==> config.mk <==
export PLATFORM = sky130hd
export DESIGN_NAME = cache_tag_plru
export DESIGN_NICKNAME = d
export VERILOG_FILES = /design/src/rtl/cache_tag_plru.sv
export SDC_FILE = /design/constraint.sdc
export NUM_CORES = 2
export LEC_CHECK = 0
export CAP_MARGIN = 20
export CELL_PAD_IN_SITES_DETAIL_PLACEMENT = 1
export CELL_PAD_IN_SITES_GLOBAL_PLACEMENT = 1
export CORE_ASPECT_RATIO = 0.5
export CORE_MARGIN = 3
export CORE_UTILIZATION = 51
export DETAILED_ROUTE_END_ITERATION = 8
export PLACE_DENSITY_LB_ADDON = 0.1
export SLEW_MARGIN = 25
export SYNTH_ARGS = -nofsm -noshare
export SYNTH_HDL_FRONTEND = slang
export SYNTH_SLANG_ARGS = --single-unit
==> constraint.sdc <==
create_clock -name clk -period 18.24 [get_ports clk]
set_input_delay 3.648 -clock clk [delete_from_list [all_inputs] [get_ports clk]]
set_output_delay 3.648 -clock clk [all_outputs]
set_load 0.01 [all_outputs]
==> src/rtl/cache_tag_plru.sv <==
// cache_tag_plru: set-associative tag store with per-set tree pseudo-LRU,
// victim selection and a one-set-per-cycle invalidate-all sweep.
// Lookups are two-stage: stage 1 reads the set (with same-cycle fill and
// touch bypass), stage 2 compares and selects the victim from held registers.
module cache_tag_plru #(
  parameter int NUM_WAYS     = 4,
  parameter int NUM_SETS     = 16,
  parameter int TAG_WIDTH    = 22,
  parameter int NUM_WAYS_LOG = $clog2(NUM_WAYS),
  parameter int NUM_SETS_LOG = $clog2(NUM_SETS)
) (
  input  logic                    clk,
  input  logic                    rst,
  input  logic                    access_en,
  input  logic [NUM_SETS_LOG-1:0] access_set_idx,
  input  logic [TAG_WIDTH-1:0]    access_tag,
  output logic                    access_rsp_valid,
  output logic [NUM_WAYS-1:0]     access_hit_oh,
  output logic                    access_hit,
  output logic [NUM_WAYS_LOG-1:0] access_hit_way_idx,
  output logic [NUM_WAYS_LOG-1:0] access_victim_way_idx,
  output logic                    access_victim_valid,
  output logic [TAG_WIDTH-1:0]    access_victim_tag,
  input  logic                    update_en,
  input  logic [NUM_WAYS_LOG-1:0] update_way_idx,
  input  logic [NUM_SETS_LOG-1:0] update_set_idx,
  input  logic [TAG_WIDTH-1:0]    update_tag,
  input  logic                    update_valid,
  input  logic                    flush_en,
  output logic                    flush_busy,
  output logic                    flush_done
);

  localparam int PLRU_W = NUM_WAYS - 1;

  // Heap-ordered tree: node 0 is the root, children of n are 2n+1 and 2n+2.
  // A node bit of 0 points at its lower half.
  function automatic logic [PLRU_W-1:0] plru_touch(input logic [PLRU_W-1:0] bits,
                                                   input logic [NUM_WAYS_LOG-1:0] way);
    logic [PLRU_W-1:0] res;
    int node;
    res  = bits;
    node = 0;
    for (int lvl = NUM_WAYS_LOG - 1; lvl >= 0; lvl--) begin
      res[node] = ~way[lvl];
      node      = 2 * node + 1 + int'(way[lvl]);
    end
    return res;
  endfunction

  function automatic logic [NUM_WAYS_LOG-1:0] plru_victim(input logic [PLRU_W-1:0] bits);
    logic [NUM_WAYS_LOG-1:0] way;
    int node;
    way  = '0;
    node = 0;
    for (int lvl = NUM_WAYS_LOG - 1; lvl >= 0; lvl--) begin
      way[lvl] = bits[node];
      node     = 2 * node + 1 + int'(bits[node]);
    end
    return way;
  endfunction

  function automatic logic [NUM_WAYS_LOG-1:0] first_invalid(input logic [NUM_WAYS-1:0] v);
    logic [NUM_WAYS_LOG-1:0] idx;
    idx = '0;
    for (int w = NUM_WAYS - 1; w >= 0; w--) begin
      if (!v[w]) idx = NUM_WAYS_LOG'(w);
    end
    return idx;
  endfunction

  function automatic logic [NUM_WAYS_LOG-1:0] oh_encode(input logic [NUM_WAYS-1:0] oh);
    logic [NUM_WAYS_LOG-1:0] idx;
    idx = '0;
    for (int w = 0; w < NUM_WAYS; w++) begin
      if (oh[w]) idx = idx | NUM_WAYS_LOG'(w);
    end
    return idx;
  endfunction

  typedef enum logic {IDLE, SWEEP} state_t;

  state_t                  state_q, state_d;
  logic [NUM_SETS_LOG-1:0] sweep_cnt_q, sweep_cnt_d;
  logic                    sweep_active;

  logic [TAG_WIDTH-1:0]    tag_mem [NUM_WAYS][NUM_SETS];
  logic [NUM_WAYS-1:0]     valid_q [NUM_SETS];
  logic [PLRU_W-1:0]       plru_q  [NUM_SETS];

  logic                    upd_apply;
  logic                    upd_touch;
  logic [PLRU_W-1:0]       plru_upd_new;
  logic                    hit_touch;
  logic [PLRU_W-1:0]       plru_hit_new;

  logic [TAG_WIDTH-1:0]    tag_rd [NUM_WAYS];
  logic [NUM_WAYS-1:0]     valid_rd;
  logic [PLRU_W-1:0]       plru_rd;

  logic                    vld_p1;
  logic [NUM_SETS_LOG-1:0] set_p1;
  logic [TAG_WIDTH-1:0]    acc_tag_p1;
  logic [TAG_WIDTH-1:0]    way_tag_p1 [NUM_WAYS];
  logic [NUM_WAYS-1:0]     valid_p1;
  logic [PLRU_W-1:0]       plru_p1;
  logic                    sweep_p1;

  logic [NUM_WAYS-1:0]     hit_raw;
  logic [NUM_WAYS_LOG-1:0] victim_way;

  assign sweep_active = (state_q == SWEEP);
  assign flush_busy   = sweep_active;
  assign flush_done   = sweep_active && (sweep_cnt_q == NUM_SETS_LOG'(NUM_SETS - 1));

  // Updates are dropped while the sweep owns the valid/PLRU state.
  assign upd_apply    = update_en && !sweep_active;
  assign upd_touch    = upd_apply && update_valid;
  assign plru_upd_new = plru_touch(plru_q[update_set_idx], update_way_idx);

  // A stage-2 hit touches its way unless a fill touches the same set this cycle.
  assign hit_touch    = vld_p1 && access_hit &&
                        !(upd_touch && (update_set_idx == set_p1));
  assign plru_hit_new = plru_touch(plru_q[set_p1], access_hit_way_idx);

  // Flush sequencer next-state: IDLE waits for flush_en, SWEEP walks every set once.
  always_comb begin
    state_d     = state_q;
    sweep_cnt_d = sweep_cnt_q;
    case (state_q)
      IDLE: begin
        if (flush_en) begin
          state_d     = SWEEP;
          sweep_cnt_d = '0;
        end
      end
      SWEEP: begin
        if (sweep_cnt_q == NUM_SETS_LOG'(NUM_SETS - 1)) begin
          state_d     = IDLE;
          sweep_cnt_d = '0;
        end else begin
          sweep_cnt_d = sweep_cnt_q + 1'b1;
        end
      end
      default: begin
        state_d     = IDLE;
        sweep_cnt_d = '0;
      end
    endcase
  end

  // Flush sequencer state register.
  always_ff @(posedge clk or posedge rst) begin
    if (rst) begin
      state_q     <= IDLE;
      sweep_cnt_q <= '0;
    end else begin
      state_q     <= state_d;
      sweep_cnt_q <= sweep_cnt_d;
    end
  end

  // Tag SRAM write port; contents are meaningless until the matching valid bit is set.
  always_ff @(posedge clk) begin
    if (upd_apply) tag_mem[update_way_idx][update_set_idx] <= update_tag;
  end

  // Valid and PLRU state: sweep clear beats fills; fill touch beats hit touch in one set.
  always_ff @(posedge clk or posedge rst) begin
    if (rst) begin
      for (int s = 0; s < NUM_SETS; s++) begin
        valid_q[s] <= '0;
        plru_q[s]  <= '0;
      end
    end else begin
      for (int s = 0; s < NUM_SETS; s++) begin
        if (sweep_active && (sweep_cnt_q == NUM_SETS_LOG'(s))) begin
          valid_q[s] <= '0;
          plru_q[s]  <= '0;
        end else begin
          if (upd_apply && (update_set_idx == NUM_SETS_LOG'(s)))
            valid_q[s][update_way_idx] <= update_valid;
          if (upd_touch && (update_set_idx == NUM_SETS_LOG'(s)))
            plru_q[s] <= plru_upd_new;
          else if (hit_touch && (set_p1 == NUM_SETS_LOG'(s)))
            plru_q[s] <= plru_hit_new;
        end
      end
    end
  end

  // Stage-1 read of the addressed set, merged with this cycle's fill, touches and sweep clear.
  always_comb begin
    valid_rd = valid_q[access_set_idx];
    plru_rd  = plru_q[access_set_idx];
    for (int w = 0; w < NUM_WAYS; w++) tag_rd[w] = tag_mem[w][access_set_idx];
    if (upd_apply && (update_set_idx == access_set_idx)) begin
      valid_rd[update_way_idx] = update_valid;
      tag_rd[update_way_idx]   = update_tag;
    end
    if (upd_touch && (update_set_idx == access_set_idx))
      plru_rd = plru_upd_new;
    else if (hit_touch && (set_p1 == access_set_idx))
      plru_rd = plru_hit_new;
    if (sweep_active && (sweep_cnt_q == access_set_idx)) begin
      valid_rd = '0;
      plru_rd  = '0;
    end
  end

  // ---- stage 1 -> stage 2 boundary: results hold while no lookup is issued ----
  always_ff @(posedge clk or posedge rst) begin
    if (rst) begin
      vld_p1     <= 1'b0;
      set_p1     <= '0;
      acc_tag_p1 <= '0;
      valid_p1   <= '0;
      plru_p1    <= '0;
      sweep_p1   <= 1'b0;
      for (int w = 0; w < NUM_WAYS; w++) way_tag_p1[w] <= '0;
    end else begin
      vld_p1 <= access_en;
      if (access_en) begin
        set_p1     <= access_set_idx;
        acc_tag_p1 <= access_tag;
        valid_p1   <= valid_rd;
        plru_p1    <= plru_rd;
        sweep_p1   <= sweep_active;
        for (int w = 0; w < NUM_WAYS; w++) way_tag_p1[w] <= tag_rd[w];
      end
    end
  end

  // Stage-2 compare and victim choice; lookups issued during a sweep never report valid lines.
  always_comb begin
    for (int w = 0; w < NUM_WAYS; w++)
      hit_raw[w] = valid_p1[w] && (way_tag_p1[w] == acc_tag_p1);
    access_hit_oh      = sweep_p1 ? '0 : hit_raw;
    access_hit         = |access_hit_oh;
    access_hit_way_idx = oh_encode(access_hit_oh);
    if (&valid_p1) begin
      victim_way          = plru_victim(plru_p1);
      access_victim_valid = !sweep_p1;
    end else begin
      victim_way          = first_invalid(valid_p1);
      access_victim_valid = 1'b0;
    end
    access_victim_way_idx = victim_way;
    access_victim_tag     = way_tag_p1[victim_way];
    access_rsp_valid      = vld_p1;
  end

endmodule

# Yosys cells after proc, flatten, opt, wreduce, memory -nomap -nowiden
# Memories as Yosys holds them, arrays and structs flattened.
# Cells that the tools add are included.
# totals
regBits	240
memories	1
word_cells	413
rom_bits	0
latchBits	0
mem_bits_rw	1408
input_bits	60
# classes
n_lt_le_gt_ge	14
n_eq_ne	54
muxes	164
n_reduce_logical	122
mul	0
n_div	0
addsub	4
n_shift	0
bitwise_logic	10
# memory_table
name	depth	width	rd	rd_ports_with_merged_regs	write_ports	line_no	rtl
tag_mem	4	352	4	0	1	87	logic [TAG_WIDTH-1:0] tag_mem [NUM_WAYS][NUM_SETS];
# op_table
cell	count
22-bit binary-select mux with 4-bit select	4
352-bit 2-to-1 mux	1
22-bit 2-to-1 mux	12
3-bit 2-to-1 mux	57
4-bit 2-to-1 mux	39
4-bit equality test (second input constant)	24
88-bit bitwise mux	1
22-bit demux with 4-bit select	1
22-bit equality test	4
88-bit 2-to-1 mux	1
1-bit logical AND	82
4-bit bitwise mux	17
4-bit by 3-bit equality test with 1-bit output (second input constant)	12
3-bit nonzero test	16
22-bit binary-select mux with 2-bit select	1
22-bit demux with 2-bit select	1
3-bit binary-select mux with 4-bit select	3
2-bit nonzero test	16
4-bit by 2-bit equality test with 1-bit output (second input constant)	6
4-bit binary-select mux with 4-bit select	1
4-bit equality test	4
5-bit greater-or-equal comparator (second input constant)	3
4-bit NOT with 5-bit output	3
2-bit 2-to-1 mux	7
21 further kinds	52

# Longest topological paths before layout
# logic_depth
depth_word	15
ltp_mapped	11
mapped_depth_nobuf	9

# Worst setup path after synthesis
# OpenSTA, ideal clock, no wires.
# synth_path
path_type	input-to-reg
from	in update_set_idx[0]
to	mem tag_mem[3][22] (netlist bit) (enable)
n_path_buf	2
setup_slack_ns	11.923
arrival_ns	5.915
path_stages	5
setup_ns	0.402
path_cell_list	clkbuf_1 > buf_2 > nor3b_1 > nand3_1 > nor2_1
# synth_between
elab_chain_len	6
# synth_lines
element	line_no	rtl
from (decl)	26	input logic [NUM_SETS_LOG-1:0] update_set_idx,
4-bit NOT with 5-bit output (implied by the code) (*)	165	if (upd_apply) tag_mem[update_way_idx][update_set_idx] <= update_tag;
5-bit greater-or-equal comparator (implied by the code) or 5-bit by 1-bit < comparator with 1-bit output (tied branches)	165	
1-bit logical AND (implied by the code)	165	
22-bit 2-to-1 mux (implied by the code)	165	
22-bit demux with 4-bit select (*)	165	
352-bit 2-to-1 mux (implied by the code) (*)	165	
to (decl)	87	
# Every way passes the cells marked *; elsewhere a longest branch is shown, timed or not.

# Worst setup path in the final report
# layout_path
from	reg way_tag_p1[38] (netlist bit)
to	out access_hit
# layout_between
elab_chain_len	4
# layout_lines
element	line_no	rtl
from (decl)	104	logic [TAG_WIDTH-1:0] way_tag_p1 [NUM_WAYS];
22-bit equality test	237	hit_raw[w] = valid_p1[w] && (way_tag_p1[w] == acc_tag_p1);
1-bit logical AND	237	
4-bit 2-to-1 mux	238	access_hit_oh = sweep_p1 ? '0 : hit_raw;
4-bit OR reduction	239	access_hit = |access_hit_oh;
to (decl)	19	output logic access_hit,
# Every way passes these cells.

==> summary.txt <==
Power and ir drop
  • Lkg Pwr: 25.3 nW
  • Peak VDD IR: 0.0000907 V
  • PD cells: 106 nW/um^2

Drt
  • Vias per cell: 6.63
  • Router iterations before antenna repair: 5
  • Starting DRT DRC Count: 5,279
  • # DRC: 0
  • Wire per inst: 36.9 um
  • Routed via count: 35,800
  • DRT Wirelength: 199,000 um
  • Routed Antenna Nets: 0

Setup path
  • Critical Path Slowest Stage Cell: clkdlybuf4s50_1
  • RR Startpoint: flush_busy$_DFF_PP0_
  • Reg2Reg Setup Slack: 14.48 ns
  • R2r endpoint: tag_mem[1][65]$_DFFE_PP_
  • Family with the most delay on the worst path: simple AND/OR/NAND/NOR gates
  • Crit. End Element: output pin
  • Bufs and invs on worst path: 3
  • Critical Path RT: 14.59 ns
  • CP Data Arrival Time: 4.06 ns
  • Crit Path Category: register to output pin
  • R2R depth: 5
  • CP max FO: 20
  • CP max stage delay: 0.59 ns
  • CP cell instances: xnor2_1, nand4_1, nor4_1, nand4_2, inv_1, nor2_1, buf_4, nand3_1, clkdlybuf4s50_1
  • Startpoint types: register

Synthesis
  • Ys flop type: edfxtp_1
  • #FFs+latches synth: 1,648
  • Mapped Avg Cell Area: 20.0 um^2
  • Post-synthesis sequential area ratio: 0.718
  • Post-synthesis cell type count: 55
  • Asr flop ratio synth: 0.146
  • Syn nets: 3,425
  • Number of enable flip-flop cells after synthesis: 1,408
  • Yosys warning count: 0
  • Mapped cell area: 67,200 um^2
  • Cells after synthesis: 3,361

STA
  • Final period utilization: 0.422
  • Sum of negative setup slack: 0 ns
  • Worst Max-Slew Pin Slew: 1.10 ns
  • Post-route setup slack: 10.54 ns
  • Worst Skew: 0.0305 ns
  • Final Hold Viols: 0
  • Final worst path period need: 7.70 ns
  • Pins Over Slew Limit: 0
  • RSZ-0062 raised after global routing: no
  • Peak Freq: 130 MHz
  • Slew headroom: 0.262
  • Setup violators final: 0

Floorplan
  • # IOs: 95
  • Height of the die: 263 um
  • Initial core utilization: 0.518
  • Die area: 136,000 um^2
  • Core footprint: 130,000 um^2
  • FP Rows: 93
  • Die X: 520 um

Placement
  • Placed wire-length estimate: 116,000 um
  • Placed inst area: 70,900 um^2
  • GPL Wtd Cong: 0.889
  • I/O Buffers: 94
  • Setup slack at placement: 10.53 ns

Final layout
  • Multi-input gate area: 18,300 um^2
  • Post-route cell area: 75,900 um^2
  • Storage element area: 48,300 um^2
  • Most frequent cells in the layout: edfxtp_1 (1,408), mux4_2 (517), dfrtp_1 (240)
  • Most common cell after layout, fill and taps aside: edfxtp_1
  • Layout cells sized above 1: 0.277
  • Area grow syn2layout: 12.9%
  • Fill cells: 11,000
  • Layout Nets: 3,580

Min path
  • Hold EP: valid_q[37]$_DFFE_PP0P_
  • Hold Crit Depth: 2
  • Hold Crit Class: register to register
  • Worst hold start: valid_q[37]$_DFFE_PP0P_

Clock tree
  • TritonCTS clock tree: built
  • Post-CTS Setup Bufs: 0
  • CTS root buf: clkbuf_16
  • Clock latency at the later pin of the worst-skew pair: 0.78 ns
  • H-tree Lvls: 4
  • Clock transition at path regs: 0.07 ns
  • TritonCTS buffer count: 146
  • Bufs on Longest Clock Path: 3
  • Total clock sinks: 1,648
  • CTS hold repair buffers: 0
  • Post-CTS sizing: 0

GRT
  • Vias in the first global route: 36,500
  • Antenna violations before repair: 10
  • GRT Util Overall: 0.294
  • First-pass GRT wire length: 282,000 um
  • Grt total ovfl: 0
  • Largest net degree at the start of global routing: 98

Flow run
  • Max-cap violations: 0

Outcome
  • Outcome: completed
report_power, final:
part	switching [mW]	leakage, nW	total, mW	internal, mW
clock network	1.41	2.36	3.18	1.78
logic	0.379	7.29	0.618	0.239
registers	0.106	15.7	4.25	4.14
total	1.89	25.3	8.05	6.16
per-stage QoR:
step / power [mW] / std cells / hold slack [ns] / util
CTS: 8.09 / 5384 / 0.528 / 0.584
finish: 8.05 / 5396 / 0.535 / 0.585
global route: 8.30 / 5391 / 0.553 / 0.585
global placement: 4.92 / 5103 / 0.503 / 0.544
floorplan: 4.63 / 3361 / 0.481 / -
detailed placement: 4.94 / 5118 / 0.508 / 0.546
metal layers:
metal / vias up / routed length [um] / GRT usage
met3: 297 / 18300 / 0.0620
met4: 4 / 5630 / 0.0866
met1: 19700 / 85300 / 0.452
met2: 1736 / 89700 / 0.429
li1: 14000 / - / -
met5: - / 17 / 0
cells by family after synthesis:
kind of cell	count (synthesis)	synth area share
AO/OA/AOI/OAI	263	0.0217
multiplexers	711	0.203
XOR/XNOR	104	0.0135
flip-flops	1648	0.718
adder cells (fa/ha/maj)	4	0.000744
buffers and inverters	235	0.0160
AND/OR/NAND/NOR	396	0.0272
cells in the mapped netlist, types with 2 or more instances:
cell      number  share of area
buf_4          4        0.00045
o21bai_1       5        0.00056
a211oi_1       6        0.00067
nor2b_1       10        0.00093
mux2i_1      166          0.025
o22ai_1       38         0.0035
o21ai_0       56         0.0042
buf_2         50         0.0037
nand3_1       31         0.0023
clkbuf_8       7         0.0014
mux4_2       517           0.17
o21ai_1        3        0.00022
nand4_2        5        0.00093
nand2_1       80         0.0045
nand4_1       15         0.0014
or3_1          5        0.00047
buf_1         22         0.0012
ha_1           4        0.00074
buf_6          2        0.00033
nor2_1       201          0.011
mux2_2        27         0.0045
and2_0         6        0.00056
dfrtp_1      240          0.089
inv_1         19         0.0011
edfxtp_1    1408           0.63
xnor2_1       48         0.0063
o41ai_1        3        0.00039
nor3_1         4        0.00030
a211oi_2       2        0.00037
a21oi_1      142          0.011
nor4_1        13         0.0012
nand2b_1      13         0.0012
clkbuf_1     129         0.0072
xor2_1        56         0.0073
nor4_2         4        0.00074
sequential cells by signal, indices dropped and copies added, names as in the netlist:
register / flops
acc_tag_p1: 22
access_rsp_valid: 1
flush_busy: 1
plru_p1: 3
plru_q: 48
set_p1: 4
sweep_cnt_q: 4
sweep_p1: 1
tag_mem: 1408
valid_p1: 4
valid_q: 64
way_tag_p1: 88
worst max path at each step:
| stage | from | endpoint | depth (start not counted) |
|---|---|---|---|
| floorplan | rst | acc_tag_p1[0]$_DFFE_PP0P_ | 1 |
| global placement | access_set_idx[0] | way_tag_p1[36]$_DFFE_PP0P_ | 7 |
| detailed placement | access_set_idx[0] | way_tag_p1[71]$_DFFE_PP0P_ | 7 |
| CTS | acc_tag_p1[15]$_DFFE_PP0P_ | access_hit | 9 |
| global route | way_tag_p1[38]$_DFFE_PP0P_ | access_hit | 9 |
| finish | way_tag_p1[38]$_DFFE_PP0P_ | access_hit | 9 |
worst reg2reg max path, stage by stage, from the launching register on:
cell     delay [ns]
dfrtp_1        0.61
nor2b_1        0.31
nand2_1        0.08
nor2_1         0.52
nand3_1        0.76
nor2_4         1.04
cell type report:
cell class / count / area share
inverter: 19 / 0.00104
timing repair buffer: 223 / 0.0293
clock buffer: 188 / 0.0522
tap: 1757 / 0.0289
clock inverter: 78 / 0.0115
antenna: 5 / 0.000165
sequential: 1648 / 0.636
multi-input combinational: 1478 / 0.241
Power figures use the tool's default switching activity.
